### src/rtl/flash_responder.sv
// flash_responder: oversampled SPI/QSPI flash read responder serving bytes from a synchronous ROM port
module flash_responder #(
  parameter int ADDR_BITS = 24,
  parameter int QUAD_DUMMY_CYCLES = 4
) (
  input  logic                 clk,
  input  logic                 reset_n,
  input  logic                 flash_clk,
  input  logic                 flash_csn,
  input  logic [3:0]           flash_in_en,
  input  logic [3:0]           flash_in,
  output logic [3:0]           flash_out,
  output logic [3:0]           flash_out_en,
  output logic [ADDR_BITS-1:0] rom_addr,
  output logic                 rom_read,
  input  logic [7:0]           rom_data
);
  typedef enum logic [3:0] {IDLE, CMD, ADDR_SPI, ADDR_QUAD, MODE, DUMMY, DATA_SPI, DATA_QUAD, IGNORE} state_t;
  state_t state, state_n;
  logic [2:0] sck_s;
  logic [1:0] csn_s;
  logic [3:0] in_s1, in_s2, oe;
  logic [23:0] acc, acc_n;
  logic [4:0] cnt, lim;
  logic [7:0] sh;
  logic cont, rd_d, rise, fall, last, quad;
  assign rise = sck_s[1] & ~sck_s[2];
  assign fall = ~sck_s[1] & sck_s[2];
  assign quad = state == ADDR_QUAD || state == MODE;
  assign acc_n = quad ? {acc[19:0], in_s2} : {acc[22:0], in_s2[0]};
  assign flash_out_en = csn_s[1] ? 4'b0000 : oe;
  always_comb begin
    lim = state == CMD || state == DATA_SPI ? 5'd7 :
          state == ADDR_SPI ? 5'd23 :
          state == ADDR_QUAD ? 5'd5 :
          state == DUMMY ? 5'(QUAD_DUMMY_CYCLES - 1) : 5'd1;
    last = rise && cnt == lim;
    state_n = state;
    if (csn_s[1]) state_n = IDLE;
    else if (state == IDLE) state_n = cont ? ADDR_QUAD : CMD;
    else if (last)
      case (state)
        CMD:       state_n = acc_n[7:0] == 8'h03 ? ADDR_SPI : acc_n[7:0] == 8'hEB ? ADDR_QUAD : IGNORE;
        ADDR_SPI:  state_n = DATA_SPI;
        ADDR_QUAD: state_n = MODE;
        MODE:      state_n = QUAD_DUMMY_CYCLES == 0 ? DATA_QUAD : DUMMY;
        DUMMY:     state_n = DATA_QUAD;
        default:   state_n = state;
      endcase
  end
  always_ff @(posedge clk or negedge reset_n)
    if (!reset_n) state <= IDLE;
    else state <= state_n;
  always_ff @(posedge clk or negedge reset_n)
    if (!reset_n) begin
      sck_s <= '0;
      csn_s <= '1;
      in_s1 <= '0;
      in_s2 <= '0;
      acc <= '0;
      cnt <= '0;
      sh <= '0;
      oe <= '0;
      flash_out <= '0;
      rom_addr <= '0;
      rom_read <= 1'b0;
      rd_d <= 1'b0;
      cont <= 1'b0;
    end else begin
      sck_s <= {sck_s[1:0], flash_clk};
      csn_s <= {csn_s[0], flash_csn};
      in_s1 <= flash_in;
      in_s2 <= in_s1;
      rd_d <= rom_read;
      // prefetch on entering a data phase and on completing every data byte
      rom_read <= last && (state_n == DATA_SPI || state_n == DATA_QUAD);
      if (rd_d) sh <= rom_data;
      if (csn_s[1]) begin
        cnt <= '0;
        oe <= '0;
        flash_out <= '0;
      end else begin
        if (rise) begin
          acc <= acc_n;
          cnt <= last ? 5'd0 : cnt + 5'd1;
        end
        if (last && (state == ADDR_SPI || state == ADDR_QUAD)) rom_addr <= acc_n[ADDR_BITS-1:0];
        if (last && (state == DATA_SPI || state == DATA_QUAD)) rom_addr <= rom_addr + 1'b1;
        if (last && state == MODE) cont <= acc_n[5:4] == 2'b10;
        if (last && state == CMD && acc_n[7:0] == 8'hFF) cont <= 1'b0;
        if (fall) begin
          oe <= state == DATA_SPI ? 4'b0010 : state == DATA_QUAD ? 4'b1111 : 4'b0000;
          flash_out <= state == DATA_SPI ? {2'b00, sh[7], 1'b0} : state == DATA_QUAD ? sh[7:4] : 4'b0000;
          sh <= state == DATA_QUAD ? sh << 4 : sh << 1;
        end
      end
    end
  assert property (@(posedge clk) disable iff (!reset_n) (flash_in_en & flash_out_en) == 4'b0000);
endmodule

### config.mk
export PLATFORM = sky130hd
export DESIGN_NAME = flash_responder
export DESIGN_NICKNAME = d
export VERILOG_FILES = /design/src/rtl/flash_responder.sv
export SDC_FILE = /design/constraint.sdc
export NUM_CORES = 1
export LEC_CHECK = 0
export BUFFER_PORTS_ARGS = -buffer_cell sky130_fd_sc_hd__buf_2
export CORE_UTILIZATION = 45
export CTS_CLUSTER_DIAMETER = 120
export DETAILED_ROUTE_END_ITERATION = 12
export PLACE_DENSITY = 0.65
export SYNTH_ARGS = -nofsm -noshare
export SYNTH_HDL_FRONTEND = slang
export SYNTH_SLANG_ARGS = --single-unit
### constraint.sdc
create_clock -name clk -period 4.44 [get_ports clk]
set_input_delay 0 -clock clk [delete_from_list [all_inputs] [get_ports clk]]
set_output_delay 0 -clock clk [all_outputs]
set_load 0.01 [all_outputs]
==> results of run 1 <==
==> what timing repair did <==
action | in CTS | in global routing
setup buffers | 0 | 0
hold endpoints to repair | 53 | 0
hold buffers | 15 | 0
==> cell type report <==
| cell class | count | area, um2 |
|---|---|---|
| Clock buffer | 10 | 127.6 |
| Clock inverter | 4 | 97.59 |
| Fill cell | 930 | 4855 |
| Inverter | 8 | 30.03 |
| Multi-Input combinational cell | 385 | 2451 |
| Sequential cell | 86 | 2155 |
| Tap cell | 136 | 170.2 |
| Timing Repair Buffer | 69 | 437.9 |
==> worst max path at each step <==
stage,end,cells after the start
3_3_place_gp,rom_addr[17]$_DFFE_PN0P_,6
3_5_place_dp,rom_addr[16]$_DFFE_PN0P_,6
6_report,rom_addr[14]$_DFFE_PN0P_,5
4_1_cts,rom_addr[14]$_DFFE_PN0P_,5
5_1_grt,rom_addr[14]$_DFFE_PN0P_,5
2_1_floorplan,rom_addr[12]$_DFFE_PN0P_,9
==> cell usage in the layout, fill, tap and decap left out, types with 6 or more instances in the layout <==
cell and instances:
and3_1 9, o21ai_0 38, nor2b_1 10, buf_4 7, nand2_1 66, nor4_1 8, a21oi_1 29, a211oi_1 6
nor3_1 11, nand3_1 27, dfrtp_1 84, dlygate4sd3_1 15, clkbuf_8 9, o22a_1 13, inv_1 7, nor2_1 40
mux2i_1 35, nand2b_1 8, nor4b_1 8, buf_2 47
==> synth_stat cells (10+ instances only) <==
library cell / n
a21oi_1: 29
nor2b_1: 10
o21ai_0: 38
nor3_1: 11
mux2i_1: 35
nor2_1: 40
dfrtp_1: 84
o22a_1: 13
clkbuf_1: 16
nand2_1: 66
buf_2: 10
nand3_1: 27
==> through the flow <==
| stage | total power, W | util |
|---|---|---|
| floorplan | 0.001261 | - |
| global placement | 0.001397 | 0.4934 |
| detailed placement | 0.001413 | 0.4934 |
| CTS | 0.002072 | 0.5298 |
| global route | 0.002166 | 0.5298 |
| finish | 0.002057 | 0.5298 |
==> cell families (layout without fill, tap and decap cells) <==
logic type	after synthesis	in the layout
DFF	86	86
adders and majority gates	2	2
xor gates and xnor gates	5	5
AOI/OAI and AO/OA	123	123
buffers and inverters	40	91
muxes	40	40
and+or+nand+nor	215	215
==> power by group through the flow <==
stage	Combinational (W)	Clock [W]	Sequential, W
floorplan	0.000266	0	0.000995
global placement	0.000376	0	0.00102
detailed placement	0.000385	0	0.00103
CTS	0.000398	0.000661	0.00101
global route	0.000443	0.000689	0.00103
finish	0.000395	0.000648	0.00101
==> routing by layer <==
layer,wire (um),vias up,track usage,share of wire
li1,-,1953,-,-
met1,5341,2011,0.3082,0.46
met2,5668,102,0.3718,0.49
met3,446,19,0.03057,0.038
met4,171,0,0.06036,0.015
met5,0,-,0,0
==> flip-flops by register name, summed over array words and instances (netlist names) <==
signal     cells
in_s1          4
rom_read       1
in_s2          4
oe             2
acc           23
sh             8
state          4
csn_s          2
cnt            5
rd_d           1
flash_out      4
cont           1
rom_addr      24
sck_s          3
==> impl_metrics.csv, run 1 <==
group,metric,value,unit
synth,synth-simple-area-share,0.2329,
min_path,hold_path.class,"in2async",
timing,whs,0.1549,ns
synth,yosysWarnings,0,
cts,insertion_delay,0.35,ns
synth,synthesis.area,4786,um2
critical_path,r2r_end,"rom_addr[14]$_DFFE_PN0P_",
synth,yosysSeqAreaShare,0.4502,
grt,track_usage,0.2244,
timing,finalSetupViolations,0,
critical_path,reg2reg_depth,5,
critical_path,r2r_slack,1.11,ns
power_and_ir_drop,p_clk_frac,0.315,
synth,synth_compound_area_frac,0.1780,
grt,grt_max_degree,48,
critical_path,crit_path_start_kind,"register",
timing,fin_ws,1.114,ns
synth,synth_area_leader_cell,"dfrtp_1",
critical_path,cp_slowest_cell,"dfrtp_1",
floorplan,initial_core_util,0.4636,
critical_path,r2r_start,"state[0]$_DFF_PN0_",
synth,synthArstFlopShare,1.000,
synth,synth_cells,511,
detailed_routing,viasPerCell,5.852,
detailed_routing,drtIter0Drc,263,
timing,drv_slew,0,
finish,syn_to_final_growth,14.27,%
floorplan,dieWidth,105.1,um
power_and_ir_drop,sw_frac_of_total,0.3054,
critical_path,slowest_delay,0.96,ns
critical_path,worst-path-buf-inv,1,
synth,synth_flop_cell,"dfrtp_1",
place,hpwl,7986,um
grt,grt_pass1_vias,3868,
detailed_routing,drtAntennaViolNets,0,
timing,final.setup_skew,0.005578,ns
timing,tns,0,ns
cts,cts_root_buf,"clkbuf_8",
place,portBuffers,48,
critical_path,cp-startpoint,"state[0]$_DFF_PN0_",
critical_path,cp_cell_sequence,"clkinv_1 > nor3_1 > or3_1 > a21oi_1 > o22a_1",
power_and_ir_drop,power_frac_comb,0.192,
place,dp_slack,1.164,ns
power_and_ir_drop,p_leak,2.267,nW
finish,num_antenna_cells,0,
floorplan,rows,37,
detailed_routing,drc,0,
grt,grt_pass1_wl,19700,um
cts,cts_buffers,9,
cts,clkSlewWorstSetupHoldPaths,0.08,ns
cts,cts.sinks,86,
finish,num-nets-final,581,
finish,design_area,5469,um2
critical_path,crit_arrival,3.57,ns
power_and_ir_drop,seq_power_share,0.493,
detailed_routing,vias,4085,
timing,worst_pin_slew,0.9274,ns
synth,syn_nets,533,
power_and_ir_drop,irDropWorstVdd,0.0001900,V
detailed_routing,post_drt_wl_per_cell,16.66,um
power_and_ir_drop,power_density,376.1,nW/um2
detailed_routing,wl,11630,um
timing,hold_viol,0,
synth,synth_cell_types,61,
power_and_ir_drop,power.internal,0.001429,W
grt,antenna_found_initial,0,
detailed_routing,dr.pass1.iters,5,
power_and_ir_drop,netSwitchingPower,0.0006281,W
synth,synth_top_area_share,0.4392,
flow_run,drv_cap,0,
timing,period_share,0.7490,
place,placedInstanceArea,5094,um2
place,place.gp.congestion,0.8165,
timing,rsz0062_at_grt,"false",
grt,grt_overflow,0,
synth,synthMuxAreaShare,0.08497,
synth,synth_fa_ha_area_frac,0.005229,
status,status,"completed",
place,dp_cells,669,
synth,synth_xor_area_frac,0.009150,
critical_path,cp-end-kind,"register",
critical_path,critPathTopFamily,"simple AND/OR/NAND/NOR gates",
cts,cts_resized,0,
timing,min_period,3.326,ns
critical_path,crit_path_max_fanout,26,
cts,clock_path_buffers,2,
synth,synth_area_leaders,"dfrtp_1 44%, mux2i_1 7.3%, nand2_1 5.2%",
finish,drive_above_1_share,0.1584,
floorplan,die_y,105.1,um
finish,final_cells,698,
floorplan,dieArea,11050,um2
synth,ys_ff_latch,86,
synth,synth-edff-count,0,
critical_path,path_class,"reg2reg",
floorplan,ioPinCount,53,
synth,synth_top_family_by_area,"simple AND/OR/NAND/NOR gates",
synth,avgSynthCellArea,9.366,um2
timing,max_freq,0.3007,GHz
critical_path,cp.required,4.68,ns
cts,htreeDepth,3,
cts,cts_tree,"built",
timing,slew_headroom,0.3818,
floorplan,core_region_area,10320,um2
Note: power is estimated with default switching activity, not from simulation.
==> run 2: changes to the inputs <==
- ABC_AREA: not set -> 1
- clock period: 4.44 -> 3.4 ns (I/O delays scaled with it)
==> impl_metrics.csv, run 2 <==
group,metric,value,unit
status,status,"completed",
place,place.gp.congestion,0.8938,
floorplan,die_y,105.5,um
cts,cts_buffers,9,
finish,syn_to_final_growth,13.33,%
detailed_routing,vias,4254,
place,hpwl,7475,um
critical_path,crit_path_max_fanout,34,
synth,synthesis.area,4816,um2
timing,drv_slew,0,
finish,drive_above_1_share,0.1286,
detailed_routing,dr.pass1.iters,5,
detailed_routing,drtIter0Drc,281,
timing,rsz0062_at_grt,"false",
synth,synth_cells,642,
detailed_routing,drc,0,
detailed_routing,post_drt_wl_per_cell,12.99,um
timing,finalSetupViolations,0,
cts,cts_root_buf,"clkbuf_8",
detailed_routing,wl,10860,um
timing,hold_viol,0,
timing,tns,0,ns
synth,synth-edff-count,0,
finish,reg_top3,"rom_addr x24, acc x23, sh x8",
grt,grt_max_degree,68,
synth,synth_commonest_cells,"237 x nand2_1, 84 x dfrtp_1, 67 x inv_1, 56 x o21ai_0, 39 x nor2_1",
grt,track_usage,0.2129,
timing,max_freq,0.4167,GHz
min_path,hold_path.class,"in2reg",
grt,grt_pass1_vias,4012,
critical_path,cp-end-kind,"register",
synth,ys_ff_latch,86,
floorplan,rows,37,
synth,synth_cell_types,39,
power_and_ir_drop,p_leak,2.757,nW
finish,num-nets-final,717,
finish,num_antenna_cells,0,
cts,clkSlewWorstSetupHoldPaths,0.10,ns
finish,final_common_cell,"nand2_1",
floorplan,initial_core_util,0.4644,
finish,max_flop_register,"rom_addr",
critical_path,crit_arrival,2.67,ns
critical_path,path_class,"reg2reg",
cts,clock_path_buffers,2,
floorplan,dieArea,11120,um2
flow_run,drv_cap,0,
power_and_ir_drop,power_density,455.3,nW/um2
grt,grt_pass1_wl,18770,um
finish,final_cell_mix,"237 x nand2_1, 84 x dfrtp_1, 67 x inv_1",
floorplan,ioPinCount,53,
finish,largest_reg_flops,24,
grt,grt_overflow,0,
cts,insertion_delay,0.37,ns
timing,slew_headroom,0.4104,
place,portBuffers,48,
synth,synth_top_area_share,0.4365,
synth,yosys.cell_count.top_type,"nand2_1",
cts,cts_tree,"built",
timing,min_period,2.400,ns
synth,avgSynthCellArea,7.501,um2
timing,period_share,0.7059,
cts,cts_resized,0,
detailed_routing,viasPerCell,5.089,
cts,htreeDepth,3,
floorplan,core_region_area,10370,um2
critical_path,cp.required,3.67,ns
synth,yosysSeqAreaShare,0.4474,
timing,final.setup_skew,0.01454,ns
power_and_ir_drop,irDropWorstVdd,0.0002587,V
cts,cts.sinks,86,
synth,synth_area_leaders,"dfrtp_1 44%, nand2_1 18%, o21ai_0 5.8%",
synth,synth_flop_cell,"dfrtp_1",
timing,whs,0.2651,ns
synth,syn_nets,664,
detailed_routing,drtAntennaViolNets,0,
grt,antenna_found_initial,0,
floorplan,dieWidth,105.5,um
critical_path,crit_path_start_kind,"register",
synth,yosysWarnings,0,
synth,synthArstFlopShare,1.000,
timing,worst_pin_slew,0.8844,ns
synth,synth_area_leader_cell,"dfrtp_1",
==> run 2: stage by stage <==
step                setup WS, ns  utilization  total power, W  cell area (um2)  std cells
finish                     1.000       0.5263        0.002485             5458        836
detailed placement         1.044       0.4906        0.001678             5087        805
floorplan                  1.621            -        0.001552             4816        642
global route              0.7474       0.5263        0.002637             5458        836
global placement           1.058       0.4906        0.001670             5087        805
CTS                        1.017       0.5263        0.002507             5458        836
==> run 2: layout make-up <==
type,count,area [um2]
tap,136,170.2
clock buffer,10,127.6
clock inverter,6,92.59
multi-input combinational,458,2212
sequential,86,2155
timing repair buffer,66,415.4
fill,1021,4912
inverter,74,285.3
==> run 2: cell families after synthesis <==
kind of cell,after synthesis,synth area share
AND/OR/NAND/NOR,338,0.2998
flip-flops,86,0.4474
XOR/XNOR,26,0.04729
buffers and inverters,98,0.09327
AO/OA/AOI/OAI,92,0.1070
adder cells (fa/ha/maj),2,0.005195
==> run 2: critical path, stage by stage, from the launching register on <==
cell,delay (ns)
dfrtp_1,0.53
clkinv_1,0.20
nand2_2,0.12
nand3_2,0.07
xor2_1,0.23
nor2_4,0.06
nand3_2,0.11
inv_4,0.08
nand2_4,0.31
clkinv_4,0.23
nand2_1,0.13
o21ai_1,0.09
nand2_1,0.07
nand2_1,0.05
==> run 2: power by group <==
part           internal, W  switching [W]  total (W)
combinational     0.000181       0.000300   0.000481
clock             0.000419       0.000392   0.000812
sequential         0.00112      0.0000716    0.00119
total              0.00172       0.000764    0.00248
==> run 2: final timing paths <==
path / start / end / slack [ns] / cells after the start
min in group asynchronous: reset_n / cnt[2]$_DFFE_PN0P_ / 0.30 / 2
hold / removal: flash_clk / sck_s[0]$_DFF_PN0_ / 0.27 / 2
hold reg to reg: sck_s[0]$_DFF_PN0_ / sck_s[1]$_DFF_PN0_ / 0.35 / 0
setup / recovery: state[0]$_DFF_PN0_ / rom_addr[17]$_DFFE_PN0P_ / 1.00 / 13
setup reg to reg: state[0]$_DFF_PN0_ / rom_addr[17]$_DFFE_PN0P_ / 1.00 / 13
max in group asynchronous: reset_n / csn_s[0]$_DFF_PN1_ / 2.23 / 3
==> run 2: timing repair <==
item                      4_1_cts  5_1_grt
hold buffers                   15        0
setup buffers                   0        0
hold endpoints to repair       80        0
==> run 2: routing by layer <==
metal / track usage / part of all wire / up-vias
li1: - / - / 2138
met1: 0.2936 / 0.48 / 2023
met2: 0.3355 / 0.47 / 79
met3: 0.04020 / 0.032 / 14
met4: 0.07344 / 0.016 / 0
met5: 0 / 0 / -
==> run 3: changes to the inputs <==
- PLACE_DENSITY: 0.65 -> 0.67
- clock period: 3.4 -> 2 ns (I/O delays scaled with it)
==> impl_metrics.csv, run 3 (synthesis gave the netlist of run 2 again) <==
group,metric,value,unit
detailed_routing,drc,0,
critical_path,cp-end-kind,"register",
grt,grt_pass1_vias,4108,
timing,final.setup_skew,0.01040,ns
detailed_routing,drtIter0Drc,300,
timing,rsz0062_at_grt,"true",
floorplan,core_region_area,10370,um2
detailed_routing,dr_wl_met2,6135,um
critical_path,crit_arrival,2.25,ns
status,status,"completed",
finish,syn_to_final_growth,29.64,%
timing,min_period,1.964,ns
floorplan,dieArea,11120,um2
floorplan,rows,37,
place,place.gp.congestion,0.9460,
critical_path,path_class,"reg2reg",
cts,htreeDepth,3,
timing,hold_viol,0,
power_and_ir_drop,p_leak,3.143,nW
power_and_ir_drop,power_density,739.1,nW/um2
detailed_routing,vias,4511,
cts,cts_buffers,9,
finish,num-nets-final,769,
floorplan,dieWidth,105.5,um
detailed_routing,post_drt_wl_per_cell,14.13,um
grt,grt_pass1_wl,19210,um
timing,period_share,0.9821,
cts,clkSlewWorstSetupHoldPaths,0.09,ns
timing,max_freq,0.5091,GHz
timing,worst_pin_slew,0.6309,ns
critical_path,crit_path_start_kind,"register",
floorplan,initial_core_util,0.4644,
flow_run,drv_cap,0,
finish,drive_above_1_share,0.2394,
cts,clock_path_buffers,2,
detailed_routing,wl,12550,um
finish,max_flop_register,"rom_addr",
finish,num_antenna_cells,0,
place,placedInstanceArea,5330,um2
critical_path,cp-startpoint,"state[3]$_DFF_PN0_",
detailed_routing,met3WireLength,574,um
finish,final_common_cell,"nand2_1",
power_and_ir_drop,irDropWorstVdd,0.0006663,V
grt,track_usage,0.2209,
timing,slew_headroom,0.5789,
grt,grt_overflow,0,
detailed_routing,drtAntennaViolNets,0,
cts,insertion_delay,0.39,ns
grt,antenna_found_initial,0,
detailed_routing,top_layer_used,"met4",
detailed_routing,wl_met1,5579,um
floorplan,ioPinCount,53,
min_path,hold_path.class,"in2async",
critical_path,cp.required,2.28,ns
detailed_routing,dr.pass1.iters,6,
finish,utilization,0.6021,
finish,design_area,6243,um2
critical_path,r2r_start,"state[3]$_DFF_PN0_",
place,portBuffers,48,
place,hpwl,8008,um
critical_path,crit_path_max_fanout,8,
detailed_routing,viasPerCell,5.080,
grt,grt_max_degree,42,
timing,finalSetupViolations,0,
floorplan,die_y,105.5,um
finish,reg_top3,"rom_addr x24, acc x23, sh x8",
cts,cts.sinks,86,
finish,final_cell_mix,"222 x nand2_1, 79 x dfrtp_1, 67 x inv_1",
finish,largest_reg_flops,24,
cts,cts_tree,"built",
timing,drv_slew,0,
cts,cts_root_buf,"clkbuf_8",
## run 3: cell types whose count changed in the layout (fill, tap and decap cells not counted), moves of 5 or more
cell,change
buf_12,+8
buf_4,+32
buf_6,+5
dfrtp_1,-5
dfrtp_2,+5
nand2_1,-15
nand2_2,+12
nand3_1,-5
nor2_1,-9
nor2_2,+9
## run 3: power breakdown
group | internal (W) | switching, W | leakage [nW]
clock network | 0.000836 | 0.000682 | 0.124
logic | 0.000443 | 0.000632 | 1.88
registers | 0.00191 | 0.000116 | 1.14
## run 3: final cells by class
cell class	instances	area, um2
repair inverters	1	8.758
clock buffers	9	123.9
well taps	136	170.2
flip-flops and latches	86	2161
fillers	906	4126
repair buffers	115	947.2
clock inverters	7	121.4
multi-input cells	460	2411
inverters	74	300.3
## run 3: worst paths after layout
| check | end | slack (ns) | cells past startpoint |
|---|---|---|---|
| worst max-delay path | rom_addr[13]$_DFFE_PN0P_ | 0.04 | 13 |
| worst min-delay path | cnt[4]$_DFFE_PN0P_ | 0.14 | 3 |
| worst max register to register | rom_addr[13]$_DFFE_PN0P_ | 0.04 | 13 |
| worst min register to register | in_s2[1]$_DFF_PN0_ | 0.35 | 0 |
| max in group asynchronous | rom_addr[23]$_DFFE_PN0P_ | 1.19 | 3 |
| min in group clk | in_s1[3]$_DFF_PN0_ | 0.25 | 2 |
## run 3: repair_timing
item / 4_1_cts / 5_1_grt
setup buffers: 2 / 20
pin swaps: 1 / 20
hold endpoints to repair: 100 / 0
hold buffers: 16 / 0
resized for setup: 0 / 64
setup endpoints to repair: 8 / 35
gates cloned: 0 / 5
## run 3: worst max-delay path, cell delays in order, from the launching register on
cell,delay [ns]
dfrtp_2,0.46
nor2_4,0.21
nand3_2,0.10
nand2_1,0.08
nand3b_1,0.12
nor2_4,0.16
nand3_4,0.11
inv_8,0.10
nand2_8,0.11
clkbuf_16,0.20
nand2_1,0.07
nand2_1,0.06
nand2_1,0.05
nand2_1,0.05
## run 3: metal layers
layer / vias to the layer above / track usage
met3: 21 / 0.04082
met4: 0 / 0.08853
li1: 2241 / -
met2: 122 / 0.3600
met5: - / 0
met1: 2127 / 0.2901
## run 3: through the flow
| stage | instances | worst slack [ns] | hold slack (ns) | setup TNS (ns) | total power [W] |
|---|---|---|---|---|---|
| after global placement | 829 | 0.05781 | -0.1657 | 0 | 0.002898 |
| final | 888 | 0.03587 | 0.1366 | 0 | 0.004614 |
| after global routing | 888 | -0.09985 | 0.1615 | -1.883 | 0.004872 |
| after floorplan | 642 | 0.2213 | -0.2956 | 0 | 0.002638 |
| after detailed placement | 829 | -0.01204 | -0.1624 | -0.01271 | 0.002910 |
| after CTS | 863 | 0.01287 | 0.1481 | 0 | 0.004457 |
